## src/rtl/collision_scanner.sv

```systemverilog
// Per-frame collision unit: snapshots car and enemy positions on frame_tick, then
// tests one enemy per clock with an inclusive rectangle-overlap check and publishes the result.
module collision_scanner #(
   parameter int N_ENEMIES = 4,
   parameter int COORD_W   = 10,
   parameter int CAR_W     = 80,
   parameter int CAR_H     = 121,
   parameter int ENEMY_W   = 80,
   parameter int ENEMY_H   = 121,
   parameter int STICKY    = 1,
   parameter int CNT_W     = 8,
   localparam int IDX_W    = (N_ENEMIES > 1) ? $clog2(N_ENEMIES) : 1
) (
   input  logic                           clk,
   input  logic                           reset,
   input  logic                           frame_tick,
   input  logic                           clear,
   input  logic [N_ENEMIES-1:0]           enemy_active,
   input  logic [N_ENEMIES*COORD_W-1:0]   enemy_pos_x,
   input  logic [N_ENEMIES*COORD_W-1:0]   enemy_pos_y,
   input  logic [COORD_W-1:0]             car_pos_x,
   input  logic [COORD_W-1:0]             car_pos_y,
   output logic                           busy,
   output logic                           scan_done,
   output logic                           collision,
   output logic [IDX_W-1:0]               hit_index,
   output logic [N_ENEMIES-1:0]           hit_mask,
   output logic [CNT_W-1:0]               collision_count
);

   localparam int CW1 = COORD_W + 1;
   localparam logic [IDX_W-1:0] LAST_IDX = IDX_W'(N_ENEMIES - 1);
   localparam logic [CNT_W-1:0] CNT_MAX  = {CNT_W{1'b1}};

   typedef enum logic [1:0] {
      S_IDLE = 2'd0,
      S_SCAN = 2'd1,
      S_DONE = 2'd2
   } state_t;

   state_t                         state_q, state_d;
   logic [IDX_W-1:0]               idx_q, idx_d;
   logic [N_ENEMIES-1:0]           work_q, work_d;
   logic                           load_s;

   logic [COORD_W-1:0]             car_x_q, car_y_q;
   logic [N_ENEMIES*COORD_W-1:0]   ex_q, ey_q;
   logic [N_ENEMIES-1:0]           act_q;

   logic                           busy_q, busy_d;
   logic                           done_q, done_d;
   logic                           coll_q, coll_d;
   logic [IDX_W-1:0]               hit_index_q, hit_index_d;
   logic [N_ENEMIES-1:0]           hit_mask_q, hit_mask_d;
   logic [CNT_W-1:0]               cnt_q, cnt_d;

   logic [COORD_W-1:0]             ex_sel_s, ey_sel_s;
   logic [CW1-1:0]                 car_x_s, car_y_s, ex_s, ey_s;
   logic                           overlap_s, hit_now_s;
   logic [N_ENEMIES-1:0]           final_mask_s;
   logic [IDX_W-1:0]               lowest_s;

   // Overlap test of the currently indexed snapshot enemy, widened by one bit so sums never wrap.
   always_comb begin
      ex_sel_s  = ex_q[idx_q*COORD_W +: COORD_W];
      ey_sel_s  = ey_q[idx_q*COORD_W +: COORD_W];
      car_x_s   = {1'b0, car_x_q};
      car_y_s   = {1'b0, car_y_q};
      ex_s      = {1'b0, ex_sel_s};
      ey_s      = {1'b0, ey_sel_s};
      overlap_s = (car_x_s <= ex_s + CW1'(ENEMY_W)) &&
                  (ex_s <= car_x_s + CW1'(CAR_W)) &&
                  (car_y_s <= ey_s + CW1'(ENEMY_H)) &&
                  (ey_s <= car_y_s + CW1'(CAR_H));
      hit_now_s    = act_q[idx_q] & overlap_s;
      final_mask_s = work_q | (N_ENEMIES'(hit_now_s) << idx_q);
      lowest_s     = '0;
      for (int i = N_ENEMIES - 1; i >= 0; i--) begin
         if (final_mask_s[i]) begin
            lowest_s = IDX_W'(i);
         end else begin
            lowest_s = lowest_s;
         end
      end
   end

   // Next-state and result logic; clear overrides the flag and counter after any update.
   always_comb begin
      state_d     = state_q;
      idx_d       = idx_q;
      work_d      = work_q;
      load_s      = 1'b0;
      coll_d      = coll_q;
      hit_index_d = hit_index_q;
      hit_mask_d  = hit_mask_q;
      cnt_d       = cnt_q;
      case (state_q)
         S_IDLE: begin
            if (frame_tick) begin
               load_s  = 1'b1;
               work_d  = '0;
               idx_d   = '0;
               state_d = S_SCAN;
            end else begin
               state_d = S_IDLE;
            end
         end
         S_SCAN: begin
            work_d = final_mask_s;
            if (idx_q == LAST_IDX) begin
               state_d    = S_DONE;
               hit_mask_d = final_mask_s;
               if (|final_mask_s) begin
                  hit_index_d = lowest_s;
                  coll_d      = 1'b1;
                  cnt_d       = (cnt_q == CNT_MAX) ? cnt_q : cnt_q + CNT_W'(1);
               end else begin
                  coll_d = (STICKY != 0) ? coll_q : 1'b0;
               end
            end else begin
               idx_d = idx_q + IDX_W'(1);
            end
         end
         S_DONE: begin
            state_d = S_IDLE;
         end
         default: begin
            state_d = S_IDLE;
         end
      endcase
      if (clear) begin
         coll_d = 1'b0;
         cnt_d  = '0;
      end else begin
         coll_d = coll_d;
      end
      busy_d = (state_d != S_IDLE);
      done_d = (state_d == S_DONE);
   end

   // Control state and registered outputs.
   always_ff @(posedge clk) begin
      if (reset) begin
         state_q     <= S_IDLE;
         idx_q       <= '0;
         work_q      <= '0;
         busy_q      <= 1'b0;
         done_q      <= 1'b0;
         coll_q      <= 1'b0;
         hit_index_q <= '0;
         hit_mask_q  <= '0;
         cnt_q       <= '0;
      end else begin
         state_q     <= state_d;
         idx_q       <= idx_d;
         work_q      <= work_d;
         busy_q      <= busy_d;
         done_q      <= done_d;
         coll_q      <= coll_d;
         hit_index_q <= hit_index_d;
         hit_mask_q  <= hit_mask_d;
         cnt_q       <= cnt_d;
      end
   end

   // Frame snapshot so input changes mid-scan cannot disturb the result.
   always_ff @(posedge clk) begin
      if (reset) begin
         car_x_q <= '0;
         car_y_q <= '0;
         ex_q    <= '0;
         ey_q    <= '0;
         act_q   <= '0;
      end else if (load_s) begin
         car_x_q <= car_pos_x;
         car_y_q <= car_pos_y;
         ex_q    <= enemy_pos_x;
         ey_q    <= enemy_pos_y;
         act_q   <= enemy_active;
      end
   end

   assign busy            = busy_q;
   assign scan_done       = done_q;
   assign collision       = coll_q;
   assign hit_index       = hit_index_q;
   assign hit_mask        = hit_mask_q;
   assign collision_count = cnt_q;

endmodule

```

## config.mk

```make
export PLATFORM = sky130hd
export DESIGN_NAME = collision_scanner
export DESIGN_NICKNAME = d
export VERILOG_FILES = /design/src/rtl/collision_scanner.sv
export SDC_FILE = /design/constraint.sdc
export NUM_CORES = 1
export LEC_CHECK = 0
export BUFFER_PORTS_ARGS = -buffer_cell sky130_fd_sc_hd__buf_2
export CAP_MARGIN = 20
export CORE_ASPECT_RATIO = 1.25
export CORE_UTILIZATION = 40
export CTS_BUF_LIST = sky130_fd_sc_hd__clkbuf_8 sky130_fd_sc_hd__clkbuf_16
export CTS_CLUSTER_SIZE = 16
export DETAILED_ROUTE_END_ITERATION = 12
export GPL_TIMING_DRIVEN = 1
export SLEW_MARGIN = 20
export SYNTH_ARGS = -nofsm -noshare
export SYNTH_HDL_FRONTEND = slang
export SYNTH_SLANG_ARGS = --single-unit
```

## constraint.sdc

```tcl
create_clock -name clk -period 5.9 [get_ports clk]
set_clock_uncertainty 0.05 [all_clocks]
set_input_delay 0.295 -clock clk [delete_from_list [all_inputs] [get_ports clk]]
set_output_delay 0.295 -clock clk [all_outputs]
set_load 0.02 [all_outputs]
```

==> flow_metrics.py, run 1 <==
metrics = {
    "critical_path": {
        "cp.required_ns": 6.16,
        "critPathCaptureType": "flip-flop",
        "crit_arrival_ns": 4.77,
        "crit_path_max_fanout": 21,
        "criticalPathCategory": "reg2reg",
        "start_kind": "flip-flop",
    },
    "clock_network": {
        "hold_buffers": 0,
        "insertion_delay_ns": 0.42,
        "clock_sinks": 129,
        "cts_buffers": 17,
        "htreeDepth": 4,
        "cts_tree": "done",
        "clk_path_buf_depth": 2,
        "post_cts_buffers": 0,
        "cts-root-buf": "clkbuf_16",
        "cts.repair.resized": 0,
        "clk_pin_slew_ns": 0.06,
    },
    "final_layout": {
        "nNetsFinal": 1045,
        "postLayoutCoreUtil_pct": 49.0,
        "drive_gt1_share_pct": 20.3,
        "n_antenna_cell": 0,
        "fillers": 1671,
        "final_area_um2": 7900,
        "area_growth_pct": 20.4,
    },
    "sta": {
        "drv_slew": 0,
        "setup_viol": 0,
        "final.period_utilization_pct": 76.5,
        "worst_pin_slew_ns": 0.965,
        "fin_crit_ns": 4.51,
        "hold_viol": 0,
        "setup_tns_ns": 0,
        "slew_headroom_pct": 35.6,
        "clock.fmax_ghz": 0.222,
        "rsz0062_at_grt": "false",
    },
    "detailed_routing": {
        "drt_iter0_drc": 345,
        "wire_per_inst_um": 14.9,
        "wl_mm": 16.7,
        "ant_nets": 0,
        "vias": 5756,
        "firstDrtPassIters": 4,
        "drc": 0,
        "viasPerCell": 5.13,
    },
    "power_and_ir_drop": {
        "leakage_nw": 3.34,
        "max-vdd-ir-drop_mv": 0.180,
        "pwr_density_cell_nw_per_um2": 297,
    },
    "synth": {
        "yosysWarnings": 0,
        "synthDominantCellAreaShare_pct": 39.3,
        "yosysUniqueCellTypes": 52,
        "synth_nets": 941,
        "synth_edf_count": 0,
        "synth_area_leaders": "dfxtp_1 (39%), nand2_1 (14%), a21oi_1 (9.9%)",
        "synth_seq_cells": 129,
        "yosysMostFrequentCell": "nand2_1",
        "synth_ff_type": "dfxtp_1",
        "yosys.area.top_type": "dfxtp_1",
        "yosysSeqAreaShare_pct": 39.3,
        "syn_area_per_cell_um2": 8.32,
        "async_reset_ff_share_pct": 0,
        "syn_area_um2": 6560,
        "synthCells": 789,
        "synthTopCellsByCount": "nand2_1 (237), a21oi_1 (130), dfxtp_1 (129)",
    },
    "floorplan": {
        "die_x_um": 117,
        "core-area_um2": 16100,
        "start_util_pct": 40.7,
        "ioPinCount": 125,
        "die_h_um": 145,
        "rows": 52,
        "dieArea_um2": 16900,
    },
    "run": {
        "max_cap_viol_count": 0,
    },
    "placement": {
        "placed_cell_area_um2": 7320,
        "dp_hpwl_mm": 12.0,
        "io_buffers": 124,
        "gp_congestion": 0.841,
    },
    "grt": {
        "grt_first_pass_wirelength_mm": 27.1,
        "antenna_found_initial": 0,
        "first_global_vias": 5519,
        "overflow": 0,
        "grt_max_degree": 106,
        "grtUsageTotal_pct": 20.9,
    },
    "hold_path": {
        "hold_path.class": "in2reg",
    },
    "outcome": {
        "status": "finished clean",
    },
}
==> final timing paths <==
path / cells after the start / end / from / slack [ns]
max: 14 / collision_count[7] / idx_q[0] / 1.39
min: 3 / car_x_q[1] / car_pos_x[1] / 0.06
min reg2reg: 2 / ey_q[8] / ey_q[8] / 0.40
max reg2reg: 14 / collision_count[7] / idx_q[0] / 1.39
==> per-layer routing <==
layer,GRT usage [%],wire length (um)
met4,8.29,380
met1,27.3,7690
met3,4.51,745
met5,0,0
met2,33.3,7900
==> critical path, cell delays in order, from the launching register on <==
cell     delay [ns]
dfxtp_2        0.73
buf_4          0.33
mux4_2         0.60
nor4_4         0.33
nand2_1        0.14
xnor2_1        0.19
ha_1           0.28
o21a_1         0.18
o21a_1         0.16
o32ai_1        0.12
a311o_1        0.17
o31ai_2        0.15
o21a_1         0.30
or4_1          0.53
mux2i_1        0.14
==> through the flow <==
step	hold WS, ns	std cells	worst slack (ns)	power, mW
final	0.0580	1122	1.39	2.34
after global routing	0.0579	1122	1.09	2.46
after CTS	0.0424	1122	1.37	2.37
after detailed placement	0.396	1090	1.41	1.33
after global placement	0.390	1090	1.46	1.33
after floorplan	0.321	789	1.95	1.22
==> flip-flops by register name, summed over array words and instances (netlist names), 2 cells and up <==
| register | cells |
|---|---|
| hit_mask | 4 |
| car_y_q | 10 |
| act_q | 4 |
| hit_index | 2 |
| idx_q | 2 |
| ex_q | 40 |
| collision_count | 8 |
| ey_q | 40 |
| work_q | 4 |
| car_x_q | 10 |
| state_q | 2 |
==> logic make-up (layout without fill, tap and decap cells) <==
logic type | Yosys count | in the layout | synth area share [%]
mux | 28 | 28 | 8.62
flops | 129 | 129 | 39.3
simple gates | 331 | 331 | 21.7
xor+xnor | 24 | 24 | 3.20
fa+ha+maj | 44 | 44 | 8.39
compound gates | 172 | 172 | 14.9
buf+inv | 61 | 178 | 3.85
==> layout make-up <==
cell class / count / area [um^2] / area share (%)
flip-flops and latches: 129 / 2580 / 32.7
well taps: 216 / 270 / 3.42
inverters: 17 / 63.8 / 0.808
repair buffers: 129 / 661 / 8.36
clock inverters: 12 / 118 / 1.49
clock buffers: 20 / 467 / 5.91
multi-input cells: 599 / 3740 / 47.3
==> placed cells by master (no fill, tap or decap), types with 3 or more instances in the layout <==
cell type	Yosys	layout
buf_4	1	6
and3_1	3	3
nor3_1	5	5
nor2b_1	10	10
mux2i_1	7	7
nand3_1	17	17
ha_1	44	44
or3_1	8	8
nand2b_1	3	3
mux4_2	15	15
a211oi_1	6	6
clkbuf_8	0	3
a21o_1	4	4
nand2_1	237	237
clkbuf_16	0	17
o21ai_0	6	6
a31oi_1	3	3
dfxtp_1	129	128
a21oi_1	130	130
or4_1	4	4
nand4_1	10	10
xnor2_1	14	14
nor2_1	23	22
inv_1	17	21
o21a_1	5	5
xor2_1	10	10
mux4_1	6	6
buf_2	1	123
==> where the power goes <==
part	internal, mW	switching (mW)	total [mW]
clock network	0.648	0.383	1.03
logic	0.156	0.201	0.356
registers	0.918	0.0392	0.957
total	1.72	0.623	2.34
(Power assumes the default switching activity.)
==> run 2: changes to the inputs <==
--- a/config.mk
+++ b/config.mk
@@ -5,6 +5,7 @@
 export SDC_FILE = /design/constraint.sdc
 export NUM_CORES = 1
 export LEC_CHECK = 0
+export ABC_AREA = 1
 export BUFFER_PORTS_ARGS = -buffer_cell sky130_fd_sc_hd__buf_2
 export CAP_MARGIN = 20
 export CORE_ASPECT_RATIO = 1.25
==> constraint.sdc (replaced) <==
create_clock -name clk -period 3.68 [get_ports clk]
set_clock_uncertainty 0.05 [all_clocks]
set_input_delay 0.184 -clock clk [delete_from_list [all_inputs] [get_ports clk]]
set_output_delay 0.184 -clock clk [all_outputs]
set_load 0.02 [all_outputs]
==> flow_metrics.py, run 2 <==
metrics = {
    "power_and_ir_drop": {
        "power_switching_share_pct": 30.0,
        "max-vdd-ir-drop_mv": 0.283,
        "power_switching_mw": 1.31,
        "leakage_nw": 4.41,
        "p_clk_share_pct": 40.5,
        "sequentialPowerShare_pct": 36.1,
        "p_int_mw": 3.05,
        "combPwrFrac_pct": 23.4,
        "pwr_density_cell_nw_per_um2": 474,
    },
    "synth": {
        "synth_fa_ha_area_share_pct": 8.08,
        "yosysMostFrequentCell": "nor2_1",
        "yosysWarnings": 0,
        "synth_area_leaders": "dfxtp_1 (38%), nor2_1 (13%), nand2_1 (8.9%)",
        "async_reset_ff_share_pct": 0,
        "synth_nets": 1142,
        "yosysUniqueCellTypes": 33,
        "synth_xor_area_share_pct": 3.21,
        "syn_area_per_cell_um2": 6.88,
        "synth.area.mux_share_pct": 0,
        "yosysSeqAreaShare_pct": 37.9,
        "synth_top_family_by_area": "simple AND/OR/NAND/NOR gates",
        "synth_ff_type": "dfxtp_1",
        "synth_compound_area_share_pct": 14.7,
        "synth_edf_count": 0,
        "synth_seq_cells": 129,
        "synthCells": 990,
        "yosys.area.top_type": "dfxtp_1",
        "yosys.area_share.simple_pct": 27.6,
        "synthTopCellsByCount": "nor2_1 (227), nand2_1 (161), dfxtp_1 (129)",
        "syn_area_um2": 6810,
        "synthDominantCellAreaShare_pct": 37.9,
    },
    "detailed_routing": {
        "wl_mm": 19.2,
        "vias": 6873,
        "drc": 0,
        "viasPerCell": 4.83,
        "firstDrtPassIters": 5,
        "wire_per_inst_um": 13.5,
        "ant_nets": 0,
        "drt_iter0_drc": 332,
    },
    "clock_network": {
        "htreeDepth": 4,
        "cts_tree": "done",
        "clk_path_buf_depth": 2,
        "cts_buffers": 17,
        "clk_pin_slew_ns": 0.06,
        "clock_sinks": 129,
        "cts-root-buf": "clkbuf_16",
        "insertion_delay_ns": 0.42,
    },
    "sta": {
        "finalWorstSetupSlack_ns": 0.355,
        "setup_viol": 0,
        "slew_headroom_pct": 43.4,
        "final.period_utilization_pct": 90.4,
        "hold_viol": 0,
        "drv_slew": 0,
        "fin_crit_ns": 3.32,
        "clock.fmax_ghz": 0.301,
        "worst_pin_slew_ns": 0.845,
    },
    "placement": {
        "io_buffers": 124,
        "gp_congestion": 0.891,
        "dp_hpwl_mm": 13.1,
        "placed_cell_area_um2": 7620,
        "dpl_worst_slack_ns": 0.198,
        "place_inst": 1300,
    },
    "critical_path": {
        "critPathSlowestCell": "dfxtp_2",
        "cpPeakStageDelay_ns": 0.36,
        "setup.worst_path.start": "idx_q[0]",
        "start_kind": "flip-flop",
        "critPathBufInv": 4,
        "criticalPathCategory": "reg2reg",
        "critPathCaptureType": "flip-flop",
        "r2r-start": "idx_q[0]",
        "crit_arrival_ns": 3.59,
        "cpMostUsedCell": "nand2_1",
        "cp.required_ns": 3.95,
        "crit_path_max_fanout": 13,
        "path_delay_family": "simple AND/OR/NAND/NOR gates",
    },
    "outcome": {
        "status": "finished clean",
    },
    "final_layout": {
        "postLayoutCoreUtil_pct": 55.0,
        "nNetsFinal": 1341,
        "fillers": 1650,
        "final_area_um2": 9190,
        "multi_input_area_um2": 3700,
        "final_cell_mix": "nor2_1 (224), nand2_1 (158), dfxtp_1 (127)",
        "drive_gt1_share_pct": 16.7,
        "n_antenna_cell": 0,
        "area_growth_pct": 34.9,
        "fin_cells": 1422,
        "layout_commonest_cell": "nor2_1",
        "ff_latch_area_um2": 2580,
        "top_regs": "ex_q x40, ey_q x40",
    },
    "grt": {
        "grtUsageTotal_pct": 22.6,
        "grt_max_degree": 90,
        "first_global_vias": 6728,
        "overflow": 0,
        "grt_first_pass_wirelength_mm": 31.4,
        "antenna_found_initial": 0,
    },
    "hold_path": {
        "hold_path.class": "in2reg",
        "worstHoldStart": "car_pos_y[4]",
    },
    "floorplan": {
        "die_x_um": 119,
        "core-area_um2": 16700,
        "rows": 53,
        "die_h_um": 148,
        "dieArea_um2": 17600,
        "start_util_pct": 40.8,
        "ioPinCount": 125,
    },
    "run": {
        "max_cap_viol_count": 0,
    },
}
## run 2: metrics by stage
stage          power, mW  hold slack, ns  setup TNS, ns
6_report            4.35         0.00481              0
5_1_grt             4.60          0.0238        -0.0137
4_1_cts             4.37        0.000245              0
3_5_place_dp        2.53           0.363              0
3_3_place_gp        2.52           0.359              0
2_1_floorplan       2.26           0.269              0
## run 2: power by group through the flow
stage | Combinational, mW | Clock [mW] | Sequential, mW
4_1_cts | 1.01 | 1.79 | 1.57
3_3_place_gp | 0.923 | 0 | 1.60
5_1_grt | 1.16 | 1.85 | 1.58
2_1_floorplan | 0.687 | 0 | 1.58
6_report | 1.02 | 1.76 | 1.57
3_5_place_dp | 0.932 | 0 | 1.60
## run 2: cell type report
| cell class | instances | area share (%) |
|---|---|---|
| sequential | 129 | 28.1 |
| multi-input combinational | 722 | 40.3 |
| clock buffer | 20 | 5.08 |
| inverter | 88 | 3.78 |
| clock inverter | 12 | 1.65 |
| timing repair buffer | 231 | 18.1 |
| tap | 220 | 3.00 |
## run 2: final timing paths
kind                        end  slack [ns]  cells past startpoint
max reg2reg  collision_count[1]        0.36                     28
min reg2reg           collision        0.41                      2
min                  car_y_q[4]       0.005                      3
max          collision_count[1]        0.36                     28
## run 2: metal layers
metal  share of wire (%)  global-route usage (%)  up-vias
li1                    -                       -     3595
met1                  43                    25.5     3102
met2                  52                    42.2      145
met3                 3.0                    3.74       31
met4                 2.2                    8.67        0
met5                   0                       0        -
## run 2: worst register-to-register path: cells and delay by family, from the launching register on
kind | cells | cell delay (ns)
DFF | 1 | 0.36
xor gates and xnor gates | 1 | 0.15
adders and majority gates | 1 | 0.27
and+or+nand+nor | 22 | 1.91
buffers and inverters | 4 | 0.51
## run 2: cell families (layout without fill, tap and decap cells)
family / Yosys count / in the layout
buffers and inverters: 139 / 351
adders and majority gates: 44 / 44
DFF: 129 / 129
and+or+nand+nor: 463 / 463
xor gates and xnor gates: 25 / 25
AOI/OAI and AO/OA: 190 / 190
## run 2: timing repair
action | CTS | global route
resized for setup | 0 | 13
setup endpoints to repair | 0 | 10
setup buffers | 0 | 0
hold endpoints to repair | 90 | 0
hold buffers | 90 | 0
==> run 3: changes to the inputs <==
--- a/config.mk
+++ b/config.mk
@@ -14,6 +14,7 @@
 export CTS_CLUSTER_SIZE = 16
 export DETAILED_ROUTE_END_ITERATION = 12
 export GPL_TIMING_DRIVEN = 1
+export HOLD_SLACK_MARGIN = 0.03
 export SLEW_MARGIN = 20
 export SYNTH_ARGS = -nofsm -noshare
 export SYNTH_HDL_FRONTEND = slang
==> flow_metrics.py, run 3 (synthesized netlist as in run 2, its figures left out) <==
metrics = {
    "critical_path": {
        "cp.required_ns": 3.94,
        "cpMostUsedCell": "nand2_1",
        "critPathCaptureType": "flip-flop",
        "crit_path_max_fanout": 13,
        "crit_arrival_ns": 3.60,
        "critPathSlowestCell": "dfxtp_2",
        "criticalPathCategory": "reg2reg",
        "cpPeakStageDelay_ns": 0.36,
        "critPathBufInv": 4,
        "path_delay_family": "simple AND/OR/NAND/NOR gates",
        "start_kind": "flip-flop",
    },
    "power_and_ir_drop": {
        "pwr_density_cell_nw_per_um2": 469,
        "leakage_nw": 4.46,
        "max-vdd-ir-drop_mv": 0.283,
    },
    "grt": {
        "antenna_found_initial": 0,
        "grtUsageTotal_pct": 22.7,
        "overflow": 0,
        "grt_max_degree": 90,
        "first_global_vias": 6782,
        "grt_first_pass_wirelength_mm": 31.6,
    },
    "detailed_routing": {
        "vias": 6883,
        "drt_iter0_drc": 304,
        "wire_per_inst_um": 13.5,
        "wl_mm": 19.3,
        "ant_nets": 0,
        "firstDrtPassIters": 4,
        "drc": 0,
        "viasPerCell": 4.80,
    },
    "run": {
        "max_cap_viol_count": 0,
    },
    "sta": {
        "final.period_utilization_pct": 90.6,
        "worst_pin_slew_ns": 0.844,
        "clock.fmax_ghz": 0.300,
        "setup_viol": 0,
        "hold_viol": 0,
        "holdWs_ns": 0.0392,
        "drv_slew": 0,
        "slew_headroom_pct": 43.5,
        "fin_crit_ns": 3.33,
        "setup_tns_ns": 0,
    },
    "floorplan": {
        "die_x_um": 119,
        "ioPinCount": 125,
        "dieArea_um2": 17600,
        "core-area_um2": 16700,
        "die_h_um": 148,
        "rows": 53,
        "start_util_pct": 40.8,
    },
    "placement": {
        "placed_cell_area_um2": 7620,
        "dp_hpwl_mm": 13.1,
        "io_buffers": 124,
        "gp_congestion": 0.891,
    },
    "final_layout": {
        "layout_commonest_cell": "nor2_1",
        "area_growth_pct": 36.5,
        "nNetsFinal": 1352,
        "final_area_um2": 9300,
        "n_antenna_cell": 0,
        "drive_gt1_share_pct": 16.6,
        "final_cell_mix": "nor2_1 (224), nand2_1 (158), dfxtp_1 (127)",
        "top_regs": "ex_q x40, ey_q x40",
    },
    "clock_network": {
        "htreeDepth": 4,
        "clk_path_buf_depth": 2,
        "clock_sinks": 129,
        "cts_buffers": 17,
        "insertion_delay_ns": 0.42,
        "cts-root-buf": "clkbuf_16",
        "clk_pin_slew_ns": 0.06,
        "post_cts_buffers": 0,
        "cts_tree": "done",
    },
    "outcome": {
        "status": "finished clean",
    },
    "hold_path": {
        "hold_path.class": "in2reg",
    },
}
[run 3: cell count changes in the layout (fill, tap and decap cells not counted)]
cell           previous run  this run
dlygate4sd3_1            90       101
[run 3: final timing paths]
| kind | from | to | slack, ns | cells past startpoint |
|---|---|---|---|---|
| worst max-delay path | idx_q[0] | hit_index[0] | 0.35 | 28 |
| worst min-delay path | car_pos_y[0] | car_y_q[0] | 0.04 | 3 |
| worst max register to register | idx_q[0] | hit_index[0] | 0.35 | 28 |
| worst min register to register | collision | collision | 0.41 | 2 |
[run 3: repair_timing]
item,CTS,global route
endpoints found under the hold margin,101,0
endpoints found under the setup margin,0,10
resized for setup,0,13
hold buffers,101,0
[run 3: layer usage]
| layer | global-route usage (%) | part of all wire, % |
|---|---|---|
| met1 | 25.6 | 43 |
| met2 | 42.4 | 52 |
| met3 | 3.78 | 3.0 |
| met4 | 8.67 | 2.2 |
| met5 | 0 | 0 |
[run 3: worst register-to-register path: cells and delay by family, from the launching register on]
kind	cells	cell delay, ns
XOR/XNOR	1	0.15
adder cells (fa/ha/maj)	1	0.26
flip-flops	1	0.36
buffers and inverters	4	0.52
AND/OR/NAND/NOR	22	1.91
[run 3: stage by stage]
stage	total power [mW]	util (%)	setup slack [ns]	cells
detailed placement	2.53	45.6	0.198	1300
CTS	4.38	55.4	0.191	1433
global route	4.61	55.7	-0.0137	1433
floorplan	2.26	-	0.137	990
global placement	2.52	45.6	0.265	1300
finish	4.36	55.7	0.345	1433
[run 3: report_power, final]
part	total, mW	internal, mW	switching [mW]
clock	1.76	1.12	0.641
sequential	1.57	1.50	0.0693
combinational	1.03	0.431	0.597
total	4.36	3.06	1.31
[run 3: layout make-up]
cell class / count / area [um^2]
Fill cell: 1634 / 7410
Clock buffer: 20 / 467
Clock inverter: 12 / 151
Inverter: 88 / 348
Tap cell: 220 / 275
Timing Repair Buffer: 242 / 1770
Multi-Input combinational cell: 722 / 3700
Sequential cell: 129 / 2580
